===== src/rtl/rr_sel_sequencer_pkg.sv =====
// Shared constants, state encoding and helpers for the round-robin select sequencer.
`default_nettype none

package sel_pkg;

  localparam int N_CH  = 4;
  localparam int IDX_W = 2;

  localparam logic [0:0] ST_IDLE  = 1'b0;
  localparam logic [0:0] ST_GRANT = 1'b1;

  function automatic logic [N_CH-1:0] onehot(input logic [IDX_W-1:0] idx);
    logic [N_CH-1:0] v;
    v = '0;
    v[idx] = 1'b1;
    return v;
  endfunction

endpackage

`default_nettype wire


===== src/rtl/rr_sel_sequencer_pick.sv =====
// Combinational round-robin pick: first requester after 'last', wrapping modulo N_CH.
`default_nettype none

module rr_pick
  import sel_pkg::*;
(
  input  logic [N_CH-1:0]  req,
  input  logic [IDX_W-1:0] last,
  output logic             any,
  output logic [IDX_W-1:0] idx
);

  logic [IDX_W-1:0] cand;
  logic             found;

  // Offset N_CH wraps back to 'last' itself, so a lone requester can be re-picked.
  always_comb begin
    any   = |req;
    idx   = last;
    cand  = last;
    found = 1'b0;
    for (int j = 1; j <= N_CH; j++) begin
      cand = last + IDX_W'(j);
      if (!found && req[cand]) begin
        idx   = cand;
        found = 1'b1;
      end
    end
  end

endmodule

`default_nettype wire


===== src/rtl/rr_sel_sequencer.sv =====
// Round-robin arbiter driving mux4to1 selects with a valid/ack handshake and grant timeout.
`default_nettype none

module rr_sel_sequencer
  import sel_pkg::*;
#(
  parameter int unsigned TIMEOUT = 8,
  parameter int unsigned CW      = 4
) (
  input  logic            clk,
  input  logic            reset,
  input  logic [N_CH-1:0] req,
  input  logic            ack,
  output logic            s0,
  output logic            s1,
  output logic            valid,
  output logic [N_CH-1:0] grant,
  output logic            timeout
);

  localparam logic [CW-1:0] EXP_CNT = CW'((TIMEOUT == 0) ? 0 : TIMEOUT - 1);

  logic [0:0]       state;
  logic [IDX_W-1:0] idx;
  logic [IDX_W-1:0] last;
  logic [CW-1:0]    hold_cnt;

  logic             pick_any;
  logic [IDX_W-1:0] pick_idx;
  logic [IDX_W-1:0] pick_last;
  logic             expire;
  logic             release_grant;

  // Any exit from GRANT sets last=idx, so the picker can use idx directly there.
  assign pick_last     = (state == ST_GRANT) ? idx : last;
  assign expire        = (TIMEOUT != 0) && (hold_cnt == EXP_CNT);
  assign release_grant = ack || !req[idx] || expire;

  rr_pick u_pick (
    .req  (req),
    .last (pick_last),
    .any  (pick_any),
    .idx  (pick_idx)
  );

  always_ff @(posedge clk or posedge reset) begin
    if (reset) begin
      state    <= ST_IDLE;
      idx      <= '0;
      last     <= IDX_W'(N_CH - 1);
      hold_cnt <= '0;
      valid    <= 1'b0;
      grant    <= '0;
      timeout  <= 1'b0;
    end else begin
      timeout <= 1'b0;
      case (state)
        ST_IDLE: begin
          if (pick_any) begin
            state    <= ST_GRANT;
            idx      <= pick_idx;
            hold_cnt <= '0;
            valid    <= 1'b1;
            grant    <= onehot(pick_idx);
          end
        end
        default: begin
          if (release_grant) begin
            last     <= idx;
            hold_cnt <= '0;
            // Timeout only fires when neither ack nor a request drop claimed the cycle.
            timeout  <= expire && !ack && req[idx];
            if (pick_any) begin
              idx   <= pick_idx;
              valid <= 1'b1;
              grant <= onehot(pick_idx);
            end else begin
              state <= ST_IDLE;
              valid <= 1'b0;
              grant <= '0;
            end
          end else if (hold_cnt != {CW{1'b1}}) begin
            hold_cnt <= hold_cnt + CW'(1);
          end
        end
      endcase
    end
  end

  assign s1 = idx[1];
  assign s0 = idx[0];

endmodule

`default_nettype wire


===== config.mk =====
export PLATFORM = sky130hd
export DESIGN_NAME = rr_sel_sequencer
export DESIGN_NICKNAME = d
export VERILOG_FILES = /design/src/rtl/rr_sel_sequencer_pkg.sv /design/src/rtl/rr_sel_sequencer_pick.sv /design/src/rtl/rr_sel_sequencer.sv
export SDC_FILE = /design/constraint.sdc
export NUM_CORES = 1
export LEC_CHECK = 0
export ABC_AREA = 1
export CAP_MARGIN = 30
export CELL_PAD_IN_SITES_DETAIL_PLACEMENT = 1
export CELL_PAD_IN_SITES_GLOBAL_PLACEMENT = 2
export CORE_ASPECT_RATIO = 0.7
export CORE_MARGIN = 2
export CORE_UTILIZATION = 27
export DETAILED_ROUTE_END_ITERATION = 7
export HOLD_SLACK_MARGIN = 0.05
export PLACE_DENSITY_LB_ADDON = 0.1
export SLEW_MARGIN = 40
export SYNTH_ARGS = -nofsm -noshare
export SYNTH_HDL_FRONTEND = slang
export SYNTH_SLANG_ARGS = --single-unit

===== constraint.sdc =====
create_clock -name clk -period 1.6 [get_ports clk]
set_input_delay 0.24 -clock clk [delete_from_list [all_inputs] [get_ports clk]]
set_output_delay 0.24 -clock clk [all_outputs]
set_load 0.01 [all_outputs]

==> run summary <==
## Outcome
- **result of the run** finished with violations
- **failing checks** negative setup slack

## Die
- **core region area** 0.003899 mm²
- **count of standard-cell rows** 19
- **starting density of the core** 28.15%
- **number of top-level pins** 15
- **Horiz. Die Dim** 80.20 µm
- **height of the chip** 57.34 µm
- **area of the die** 0.004598 mm²

## STA
- **worst slew margin relative to its limit** 74.65%
- **number of pins with negative max-slew slack in the final report** 0
- **Hold Fails Final Rpt** 0
- **Min Clock Period, post-route** 1.738 ns
- **Max Clock Skew** 0.001894 ns
- **final-report setup violation count** 7
- **part of the cycle the worst path needs** 108.6%
- **final sum of negative setup slack** -0.6961 ns
- **Fin Hold WS** 0.2913 ns
- **slew of the pin with the lowest slew margin** 0.3772 ns
- **setup repair after global routing missed its margin** yes
- **post-route worst setup slack** -0.1380 ns
- **FMAX** 575.4 MHz

## Logic synthesis
- **unique cell type count in the Yosys netlist** 27
- **Synthesized Nets** 157
- **Async S/R FF share, synth** 100.0%
- **sequential share of the synthesized area** 34.44%
- **average instance area after synthesis** 7.364 µm²
- **Post-Synthesis Cell Area** 0.001097 mm²
- **Most used DFF post-synth** dfrtp_1
- **EDFF count, synth** 0
- **FF+latch count, synth** 15
- **gate count after technology mapping** 149
- **Yosys warnings** 0

## Setup path
- **sequence of cells on the critical path** inv_2 -> nand2_4 -> nand2_8 -> nand2_4 -> nand2_4 -> buf_4 -> nand2_2 -> o21ai_2 -> nand2_1 -> nand2_1 -> nand2_2 -> nand2_2 -> nand2_2 -> nand2_2
- **number of cells on the critical path** 14
- **Crit. End Element** register
- **delay of the slowest cell on the worst path** 0.60 ns
- **element type at the critical path start** register
- **Arr. time, crit path** 1.88 ns
- **maximum fanout along the worst path** 7
- **worst reg-to-reg path cell count** 14
- **cell mode on critical path** nand2_2
- **kind of critical path** register to register
- **data required time at the worst endpoint** 1.74 ns
- **number of buffer and inverter stages on the critical path** 2
- **cell family contributing the most delay on the critical path** simple AND/OR/NAND/NOR gates
- **Critical-path top delay cell** dfstp_2

## Pwr
- **Pleak** 0.8466 nW
- **Power Total** 0.003353 W
- **power per standard cell area** 1899 mW/mm²
- **worst voltage drop across the vdd grid** 838.6 µV

## Layout
- **footprint of the flip-flops and latches** 379.1 µm²
- **highest-count cells in the layout ignoring fill and taps** nand2_1 (33), buf_4 (27), nand2_2 (25)
- **Filler Cell Count** 483
- **leading cell type in the layout, fill and taps excluded** nand2_1
- **multi-input gate area in the final layout** 827.0 µm²
- **area added between synthesis and finish** 60.89%
- **Layout Utilization** 45.28%
- **final cell count without fillers** 248
- **final layout net count** 205
- **final antenna diode count** 0
- **share of layout cells above drive strength 1** 49.49%

## Clock network
- **clock latency on the worst-skew pair** 0.25 ns
- **Clock Pin Slew Worst Setup and Hold Paths** 0.06 ns
- **clock tree from TritonCTS** done
- **number of H-tree levels** 1
- **largest buffer count on any clock path** 2
- **cts-stage hold buffer count** 0
- **Clock Tree Root** clkbuf_8
- **Clock Sink Count** 15
- **TritonCTS buffer count** 3

## GRT
- **global-route wire length before repair** 5361 µm
- **total routing resource utilization after global routing** 15.03%
- **initial antenna violation count** 0
- **grt total ovfl** 0
- **maximum number of pins on one net before global-route repair** 16
- **number of global-route vias before repair** 1153

## Placed design
- **placer's final routability congestion estimate** 0.7773
- **total placed cells including tap cells** 232
- **number of port buffers** 14
- **HPWL after detailed placement** 2480 µm

## Worst hold path
- **class of the tightest hold or removal check** input port to asynchronous set/reset pin

## Run
- **max-cap viol count** 0

## Drt
- **overall routed net length** 3331 µm
- **drt wl/cell** 13.43 µm
- **detailed router's first-iteration violation count** 20
- **total number of vias** 1106
- **number of nets with antenna violations after detailed routing** 0
- **Residual DRC** 0
- **average via count per standard cell** 4.460
- **first-pass iteration count of the detailed router** 4

==> layout make-up <==
class                   instances  share of cell area (%)
clock buffers                   4                   2.551
well taps                      52                   3.685
flip-flops and latches         15                   21.47
repair buffers                 43                   20.84
multi-input cells             117                   46.85
inverters                      17                   4.607
==> final timing paths <==
check,from,endpoint,slack (ns)
min in group clk,valid,valid,0.49
min reg2reg,valid,valid,0.49
min,reset,grant[0],0.29
max in group asynchronous,reset,last[0],1.07
max,last[0],grant[3],-0.14
max reg2reg,last[0],grant[3],-0.14
==> report_power, final <==
group	switching [W]	total (W)	leakage, nW	internal, W
registers	0.000130	0.000654	0.184	0.000523
logic	0.00132	0.00240	0.640	0.00108
clock network	0.000126	0.000303	0.0228	0.000176
total	0.00157	0.00335	0.847	0.00178
==> registers in the layout (all words and copies together) (netlist names) <==
| register | flops |
|---|---|
| grant | 4 |
| last | 2 |
| valid | 1 |
| state | 1 |
| idx | 2 |
| timeout | 1 |
| hold_cnt | 4 |
==> metrics by stage <==
stage / instance area, µm² / worst slack [ns]
2_1_floorplan: 1097 / 0.07803
3_3_place_gp: 1426 / -0.3339
3_5_place_dp: 1426 / -0.3627
4_1_cts: 1560 / -0.08167
5_1_grt: 1765 / -0.2406
6_report: 1765 / -0.1380
==> Yosys cell counts, types with 2 or more instances <==
master	number	area, µm²
nand2_1	52	195.2
nand2_2	17	106.4
nand3_1	14	70.07
dfrtp_1	13	325.3
inv_1	10	37.54
nand2_4	7	78.83
inv_2	6	22.52
o21ai_0	5	25.02
a21oi_1	3	15.01
o21ai_1	3	15.01
dfstp_2	2	52.55
nor2_1	2	7.510
==> kinds of logic (layout without fill, tap and decap cells) <==
logic type                 Yosys count  in the layout  synth area share (%)
buffers and inverters               18             64                 7.298
xor gates and xnor gates             2              2                 1.597
AOI/OAI and AO/OA                   14             14                 7.867
DFF                                 15             15                 34.44
and+or+nand+nor                     99            100                 47.66
adders and majority gates            1              1                 1.140
==> layer usage <==
| metal | vias to the layer above | wire, µm | global-route usage, % | part of all wire (%) |
|---|---|---|---|---|
| met5 | - | 0 | 0 | 0 |
| met2 | 20 | 1478 | 22.74 | 44 |
| met3 | 3 | 135 | 4.272 | 4.1 |
| met4 | 0 | 16 | 1.453 | 0.48 |
| li1 | 562 | - | - | - |
| met1 | 521 | 1701 | 22.21 | 51 |
==> worst register-to-register path, delay by kind of cell (launching register included) <==
kind            cells  cell delay [ns]
simple gates       11             0.78
flops               1             0.60
compound gates      1             0.05
buf+inv             2             0.19
==> what timing repair did <==
| item | in CTS | in global routing |
|---|---|---|
| gates cloned | 0 | 1 |
| gates resized for setup | 18 | 32 |
| endpoints found under the setup margin | 11 | 13 |
| pin swaps | 8 | 21 |
| setup buffers | 3 | 8 |
| endpoints found under the hold margin | 0 | 0 |
Power figures use the tool's default switching activity.
